[src/rtl/instruction_cache_controller_if.sv]
// Fetch-side and memory-side signals of the instruction cache, bundled for port connection.
// The cache uses the slave modport; whatever models the fetch stage and memory uses master.
interface instruction_cache_controller_if;
  logic [31:0]  address;
  logic [31:0]  instruction;
  logic         busywait;
  logic         mem_read;
  logic [27:0]  mem_address;
  logic [127:0] mem_readdata;
  logic         mem_busywait;
  logic [31:0]  hit_count;
  logic [31:0]  miss_count;

  modport slave (
    input  address, mem_readdata, mem_busywait,
    output instruction, busywait, mem_read, mem_address, hit_count, miss_count
  );

  modport master (
    output address, mem_readdata, mem_busywait,
    input  instruction, busywait, mem_read, mem_address, hit_count, miss_count
  );
endinterface

[src/rtl/instruction_cache_controller.sv]
// Direct-mapped read-only instruction cache with 16-byte blocks.
// Hits are served combinationally; a miss stalls fetch while one block is refilled.
module instruction_cache_controller #(
  parameter int          INDEX_BITS = 3,
  parameter logic [31:0] NOP_INSTR  = 32'h0000_0013
) (
  input logic                            clk,
  input logic                            reset,
  instruction_cache_controller_if.slave  bus
);
  localparam int NUM_BLOCKS = 1 << INDEX_BITS;
  localparam int TAG_BITS   = 28 - INDEX_BITS;
  localparam logic [31:0] SENTINEL_PC = 32'hFFFF_FFFC;

  typedef enum logic [1:0] {IDLE, MEM_READ, UPDATE} state_t;

  state_t                  state_q, state_d;
  logic [NUM_BLOCKS-1:0]   valid_q, valid_d;
  logic [TAG_BITS-1:0]     tag_q  [NUM_BLOCKS];
  logic [127:0]            data_q [NUM_BLOCKS];
  logic [27:0]             miss_addr_q, miss_addr_d;
  logic [127:0]            fill_q, fill_d;
  logic [31:0]             hit_count_q, hit_count_d;
  logic [31:0]             miss_count_q, miss_count_d;

  logic [1:0]              offset;
  logic [INDEX_BITS-1:0]   index;
  logic [INDEX_BITS-1:0]   fill_index;
  logic [TAG_BITS-1:0]     tag;
  logic                    sentinel;
  logic                    hit;
  logic                    write_en;
  logic [31:0]             instruction_c;
  logic                    busywait_c;
  logic                    mem_read_c;
  logic                    unused_addr_bits;

  assign offset           = bus.address[3:2];
  assign index            = bus.address[4 +: INDEX_BITS];
  assign tag              = bus.address[31:4+INDEX_BITS];
  assign sentinel         = (bus.address == SENTINEL_PC);
  assign hit              = valid_q[index] && (tag_q[index] == tag);
  assign fill_index       = miss_addr_q[INDEX_BITS-1:0];
  assign unused_addr_bits = ^bus.address[1:0];

  always_comb begin
    state_d       = state_q;
    valid_d       = valid_q;
    miss_addr_d   = miss_addr_q;
    fill_d        = fill_q;
    hit_count_d   = hit_count_q;
    miss_count_d  = miss_count_q;
    write_en      = 1'b0;
    instruction_c = NOP_INSTR;
    busywait_c    = 1'b0;
    mem_read_c    = 1'b0;
    case (state_q)
      IDLE: begin
        if (!sentinel) begin
          if (hit) begin
            instruction_c = data_q[index][{offset, 5'b0} +: 32];
            hit_count_d   = hit_count_q + 32'd1;
          end else begin
            busywait_c   = 1'b1;
            miss_addr_d  = bus.address[31:4];
            miss_count_d = miss_count_q + 32'd1;
            state_d      = MEM_READ;
          end
        end
      end
      MEM_READ: begin
        busywait_c = 1'b1;
        mem_read_c = 1'b1;
        if (!bus.mem_busywait) begin
          fill_d  = bus.mem_readdata;
          state_d = UPDATE;
        end
      end
      UPDATE: begin
        // The fetch address may have moved on; the fill always targets the latched block.
        busywait_c          = 1'b1;
        write_en            = 1'b1;
        valid_d[fill_index] = 1'b1;
        state_d             = IDLE;
      end
      default: state_d = IDLE;
    endcase
  end

  always_ff @(posedge clk or posedge reset) begin
    if (reset) begin
      state_q      <= IDLE;
      valid_q      <= '0;
      miss_addr_q  <= '0;
      fill_q       <= '0;
      hit_count_q  <= '0;
      miss_count_q <= '0;
    end else begin
      state_q      <= state_d;
      valid_q      <= valid_d;
      miss_addr_q  <= miss_addr_d;
      fill_q       <= fill_d;
      hit_count_q  <= hit_count_d;
      miss_count_q <= miss_count_d;
    end
  end

  // Tag and data arrays carry no reset; the valid bits alone decide a hit.
  always_ff @(posedge clk) begin
    if (write_en) begin
      data_q[fill_index] <= fill_q;
      tag_q[fill_index]  <= miss_addr_q[27:INDEX_BITS];
    end
  end

  assign bus.instruction = instruction_c;
  assign bus.busywait    = busywait_c;
  assign bus.mem_read    = mem_read_c;
  assign bus.mem_address = miss_addr_q;
  assign bus.hit_count   = hit_count_q;
  assign bus.miss_count  = miss_count_q;
endmodule

[src/flat_wrapper.sv]
// flat-port wrapper written by rule: the top's interface ports become plain ports
module instruction_cache_controller_flat 
#(
  parameter int          INDEX_BITS = 3,
  parameter logic [31:0] NOP_INSTR  = 32'h0000_0013
)
  (clk, reset, bus_address, bus_mem_readdata, bus_mem_busywait, bus_instruction, bus_busywait, bus_mem_read, bus_mem_address, bus_hit_count, bus_miss_count);
  instruction_cache_controller_if bus_i ();
  input logic clk;
  input logic reset;
  input wire logic [$bits(bus_i.address)-1:0] bus_address;
  input wire logic [$bits(bus_i.mem_readdata)-1:0] bus_mem_readdata;
  input wire logic [$bits(bus_i.mem_busywait)-1:0] bus_mem_busywait;
  output wire logic [$bits(bus_i.instruction)-1:0] bus_instruction;
  output wire logic [$bits(bus_i.busywait)-1:0] bus_busywait;
  output wire logic [$bits(bus_i.mem_read)-1:0] bus_mem_read;
  output wire logic [$bits(bus_i.mem_address)-1:0] bus_mem_address;
  output wire logic [$bits(bus_i.hit_count)-1:0] bus_hit_count;
  output wire logic [$bits(bus_i.miss_count)-1:0] bus_miss_count;
  assign bus_i.address = bus_address;
  assign bus_i.mem_readdata = bus_mem_readdata;
  assign bus_i.mem_busywait = bus_mem_busywait;
  assign bus_instruction = bus_i.instruction;
  assign bus_busywait = bus_i.busywait;
  assign bus_mem_read = bus_i.mem_read;
  assign bus_mem_address = bus_i.mem_address;
  assign bus_hit_count = bus_i.hit_count;
  assign bus_miss_count = bus_i.miss_count;
  instruction_cache_controller #(.INDEX_BITS(INDEX_BITS), .NOP_INSTR(NOP_INSTR)) u_core (.clk(clk), .reset(reset), .bus(bus_i));
endmodule
[config.mk]
export PLATFORM = sky130hd
export DESIGN_NAME = instruction_cache_controller_flat
export DESIGN_NICKNAME = d
export VERILOG_FILES = /design/src/rtl/instruction_cache_controller_if.sv /design/src/rtl/instruction_cache_controller.sv /design/src/flat_wrapper.sv
export SDC_FILE = /design/constraint.sdc
export NUM_CORES = 2
export LEC_CHECK = 0
export CAP_MARGIN = 10
export CORE_AREA = 10 10 285 356
export CTS_CLUSTER_SIZE = 40
export DETAILED_ROUTE_END_ITERATION = 8
export DIE_AREA = 0 0 295 366
export PLACE_DENSITY_LB_ADDON = 0.05
export SYNTH_ARGS = -nofsm -noshare
export SYNTH_HDL_FRONTEND = slang
export SYNTH_SLANG_ARGS = --single-unit
[constraint.sdc]
create_clock -name clk -period 17.2 [get_ports clk]
set_clock_uncertainty 0.1 [all_clocks]
set_input_delay 2.58 -clock clk [delete_from_list [all_inputs] [get_ports clk]]
set_output_delay 2.58 -clock clk [all_outputs]
set_load 0.005 [all_outputs]
Word-level counts from Yosys, hierarchy flattened
Memory sizes are Yosys's and may differ from the RTL's.
Cells that the tools add are included.

storage, ports and cells
  bits in registers = 230
  bits in writable memories = 1224
  word-level logic and storage cells = 51
  memories = 2

operators by class
  $add $sub $neg = 2
  $lt $le $gt $ge = 3
  equal/unequal tests = 7
  shift-type cells = 1
  multiplexer cells = 18
  bitwise logic cells = 4
  reduce and logical (&&, ||, !) cells = 8

memory list
  memory         words  width  read ports  clocked after Yosys merged registers in  wr ports  line                                text
  u_core.data_q  8      128    1           0                                        1         instruction_cache_controller.sv:20  logic [127:0] data_q [NUM_BLOCKS];
  u_core.tag_q   8      25     1           0                                        1         instruction_cache_controller.sv:19  logic [TAG_BITS-1:0] tag_q [NUM_BLOCKS];

operator list
  kind                     count
  $shiftx A128 B8 Y32      1
  $mux W32                 3
  $add A32 B1 Y32 const B  2
  $eq A32 B32 Y1 const B   1
  $eq A25 B25 Y1           1
  $reduce_and A3 Y1        3
  $lt A3 B4 Y1 const B     2
  $mux W1                  8
  $or A8 B8 Y8             1
  $mux W2                  3
  $ne A2 B2 Y1 const B     3
  $pmux W2 S2              1
  $bmux W1 S3              1
  $demux W1 S3             1
  $ge A3 B1 Y1 const B     1
  $not A1 Y1               3
  $eq A2 B1 Y1 const B     1
  $eq A2 B2 Y1 const B     1
  $logic_and A1 B1 Y1      2
  $logic_not A2 Y1         1
  $pmux W1 S2              1
  $reduce_and A2 Y1        1
  $reduce_or A2 Y1         1

Logic depth before layout (Yosys ltp)
  depth after elaboration = 6
  mapped depth = 15
  mapped depth without buffers = 8

Worst setup path after synthesis
No wires, ideal clock.

  kind = reg-to-reg
  start = register u_core.state_q[0]
  end = register u_core.valid_q[0]
  setup time = 0.131 ns
  data arrival time = 12.030 ns
  required time = 16.969 ns
  slack = 4.939 ns
  cell stages (with the launch flop) = 6
  path buffers = 0
  cells stage by stage = dfrtp_1 inv_1 ha_1 nand2b_1 nor3_1 or2_2

on the way
  word-level cells in the longest chain between the ends = 1

RTL lines
  element                 line                                 text
  from (decl)             instruction_cache_controller.sv:17   state_t state_q, state_d;
  from (signal assigned)  instruction_cache_controller.sv:99   state_q <= state_d;
  $eq A2 B2 Y1            instruction_cache_controller.sv:57   case (state_q)
  to (signal assigned)    instruction_cache_controller.sv:100  valid_q <= valid_d;
  to (decl)               instruction_cache_controller.sv:18   logic [NUM_BLOCKS-1:0] valid_q, valid_d;

No other way between the ends.
A chain may end at the register's enable or synchronous reset.

Final worst setup path
  start = input port bus_address[6]
  end = output port bus_busywait

on the way
  word-level cells in the longest chain between the ends = 6
  elaborated cells between the ends (all ways) = 9
  classes of those cells = eq/ne (2); mux (5); reduce/logical (1); memory (1)

RTL lines
  element                                               line                                text
  from (decl)                                           flat_wrapper.sv:11                  input wire logic [$bits(bus_i.address)-1:0] bus_address;
  $mem_v2 Z8 W25 / $bmux W1 S3 (equally long branches)  --
  $eq A25 B25 Y1 / $mux W1 (equally long branches)      instruction_cache_controller.sv:42  assign hit = valid_q[index] && (tag_q[index] == tag);
  $logic_and A1 B1 Y1                                   instruction_cache_controller.sv:42
  $mux W1                                               instruction_cache_controller.sv:60  if (hit) begin
  $mux W1 (*)                                           instruction_cache_controller.sv:59  if (!sentinel) begin
  $pmux W1 S2 (*)                                       instruction_cache_controller.sv:57
  to (decl)                                             flat_wrapper.sv:15                  output wire logic [$bits(bus_i.busywait)-1:0] bus_busywait;

Every way passes the cells marked *; elsewhere a longest branch is shown, timed or not. The select of a mux whose other input is x is not followed.

==> results.rst <==
.. list-table::
   :header-rows: 1

   * - Metric
     - Value
   * - TritonCTS sink count
     - 1454
   * - Crit end category
     - output pin
   * - Total of warnings raised by yosys
     - 0
   * - Nets
     - 3079
   * - CORE AREA
     - 94100 um2
   * - Worst min-delay path category
     - reg2reg
   * - Most used standard cell by instance count after synthesis
     - edfxtp_1
   * - Critical path data required time
     - 14520 ps
   * - RSZ-0062 raised after global routing
     - no
   * - Postcts setup bufs
     - 0
   * - Number of violations of the max-capacitance limit
     - 0
   * - Switching Fraction
     - 0.243
   * - Post-Syn Instances
     - 2565
   * - Total die area
     - 108000 um2
   * - Number of flops mapped to enable cells by yosys
     - 1224
   * - Overall global routing resource usage
     - 0.236
   * - Crit Path Class
     - in2out
   * - Normalized max-slew margin
     - 0.263
   * - Total nets after synthesis
     - 2734
   * - DIE WIDTH
     - 295 um
   * - Peak supply drop
     - 0.000132 V
   * - Wire length per cell
     - 29.6 um
   * - Fraction of power consumed by sequential logic
     - 0.554
   * - Antenna-violating nets left
     - 0
   * - Average cell area after synthesis
     - 21.9 um2
   * - Static power due to leakage
     - 21.8 nW
   * - Worst-margin pin slew
     - 1110 ps
   * - Async set-or-reset flop fraction in the synthesized netlist
     - 0.158
   * - Clock tree from TritonCTS
     - built
   * - CTS buffer count
     - 141
   * - Maximum number of pins on one net before global-route repair
     - 174
   * - Post-route core utilization
     - 0.693
   * - First-pass GRT wire length
     - 188000 um
   * - Net load switching power
     - 2.26 mW
   * - Total Wirelength
     - 126000 um
   * - Minimum period implied by the final worst setup slack
     - 10860 ps
   * - Fraction of final layout cells with drive strength greater than 1
     - 0.269
   * - Summed instance area of the synthesized netlist
     - 56100 um2
   * - Share of synthesized area occupied by flip-flops and latches
     - 0.757
   * - Maximum root-to-sink buffer count
     - 3
   * - Total I/O pin count
     - 289
   * - Number of design rule violations left after detail routing
     - 0
   * - Total negative setup slack
     - 0 ps
   * - Via count of the first global-routing pass
     - 28700
   * - Maximum achievable frequency
     - 92.1 MHz
   * - Biggest area contributors in the synthesized netlist
     - edfxtp_1 (65%), mux4_2 (14%), dfrtp_1 (10%)
   * - Synthesis-stage register bit count
     - 1454
   * - Effective utilization at floorplan
     - 0.597
   * - Status
     - completed
   * - Comb pwr share
     - 0.108
   * - Routability congestion estimate from global placement
     - 0.853
   * - Count of pins over their slew limit
     - 0
   * - Maximum fanout along the worst path
     - 50
   * - DRT iter0 DRCs
     - 2132
   * - Detailed Routing Iterations Pass 1
     - 5
   * - Worst Setup Start Kind
     - input port
   * - Count of cell types in the netlist
     - 50
   * - Clock edge transition at the registers on the reported setup and hold paths
     - 70 ps
   * - Number of instances resized during post-cts repair
     - 0
   * - Share of the synthesized area in the top cell type
     - 0.655
   * - Hpwl dp
     - 71400 um
   * - Top cells by instance count after synthesis
     - edfxtp_1 (1224), mux4_2 (352), dfrtp_1 (230)
   * - Final setup viols
     - 0
   * - Minimum setup slack in the final design
     - 6340 ps
   * - Cell-internal power
     - 7.01 mW
   * - GRT overflow
     - 0
   * - Hold Violations, Final
     - 0
   * - Port Buffer Count
     - 288
   * - Prevailing post-synth register cell
     - edfxtp_1
   * - Die extent in y
     - 366 um
   * - Cell type with the largest total area after synthesis
     - edfxtp_1
   * - Site row count
     - 126
   * - CTS root buffer
     - clkbuf_16
   * - Ratio of routed vias to standard cells
     - 6.32
   * - Area growth from synthesis to final layout
     - 16.1%
   * - Clock latency on the worst-skew pair
     - 730 ps
   * - Setup slack at placement
     - 6230 ps
   * - Final period utilization
     - 0.631
   * - Power per cell area
     - 142 nW/um2
   * - CTS H-tree lvls
     - 4
   * - Worst path arrival time
     - 8180 ps
   * - Antenna violations before repair
     - 10
   * - Via count
     - 26800
   * - Number of inserted diodes
     - 0
   * - Relative contribution of the clock network to total power
     - 0.338
   * - Count of hold-fix buffers inserted at cts
     - 0
-- flip-flops by register name, summed over array words and instances, names as in the netlist --
name                    flops
u_core.bus.hit_count       32
u_core.bus.mem_address     28
u_core.bus.miss_count      32
u_core.data_q            1024
u_core.fill_q             128
u_core.state_q              2
u_core.tag_q              200
u_core.valid_q              8
-- cell usage in the layout (no fill, tap or decap), drive strengths merged, types with 14 or more instances in the layout --
cell              n
mux4            352
dfrtp           230
mux2            174
edfxtp         1224
xnor2            35
nor2             55
nand4            36
clkinv           34
nand2            30
xor2             42
nand3            26
nor3             14
mux2i            70
clkbuf          205
and3             18
clkdlybuf4s50   283
buf              46
-- metrics by stage --
stage / instances / hold slack [ps] / cell area (um2) / power (mW)
2_1_floorplan: 2565 / 334 / 56100 / 5.68
3_3_place_gp: 3983 / 345 / 60400 / 6.14
3_5_place_dp: 3983 / 352 / 60400 / 6.23
4_1_cts: 4244 / 368 / 65200 / 9.35
5_1_grt: 4244 / 377 / 65200 / 9.61
6_report: 4244 / 368 / 65200 / 9.27
-- area by class of cell --
class,instances,area [um2]
Sequential cell,1454,42500
Fill cell,5797,28900
Multi-Input combinational cell,975,13100
Clock buffer,205,4140
Timing Repair Buffer,329,3260
Tap cell,1216,1520
Clock inverter,56,626
Inverter,9,41.3
-- power by group through the flow --
stage          Sequential [mW]  Combinational, mW  Clock, mW
2_1_floorplan             5.06              0.626          0
3_3_place_gp              5.14               1.00          0
3_5_place_dp              5.22               1.02          0
4_1_cts                   5.14               1.02       3.19
5_1_grt                   5.21               1.07       3.33
6_report                  5.14               1.00       3.13
-- critical path: stages --
cell,delay (ps)
buf_6,460
buf_4,900
buf_4,710
mux4_2,400
mux2i_1,210
xor2_1,280
nand3_1,100
or4_1,530
or4b_2,1020
a21oi_1,270
nor2_1,90
clkdlybuf4s50_1,460
-- cell families after synthesis --
kind of cell,share of synthesized area
AOI/OAI and AO/OA,0.00528
xor gates and xnor gates,0.0120
adders and majority gates,0.00134
buffers and inverters,0.0107
DFF,0.757
muxes,0.189
and+or+nand+nor,0.0249
-- metal layers --
layer	global-route usage	wire length [um]
met4	0.0704	2990
met5	0	111
met1	0.311	49100
met3	0.0475	8870
met2	0.396	64500
-- worst paths after layout --
| path | start | end | slack (ps) | depth (start not counted) |
|---|---|---|---|---|
| min in group asynchronous | reset | u_core.fill_q[100] | 2250 | 2 |
| max in group asynchronous | reset | u_core.fill_q[34] | 13220 | 3 |
| setup / recovery | bus_address[6] | bus_busywait | 6340 | 12 |
| hold reg to reg | u_core.valid_q[2] | u_core.valid_q[2] | 370 | 1 |
| setup reg to reg | u_core.tag_q[7][20] | u_core.bus.mem_address[13] | 12530 | 9 |
| hold / removal | u_core.valid_q[2] | u_core.valid_q[2] | 370 | 1 |
(Power assumes the default switching activity.)
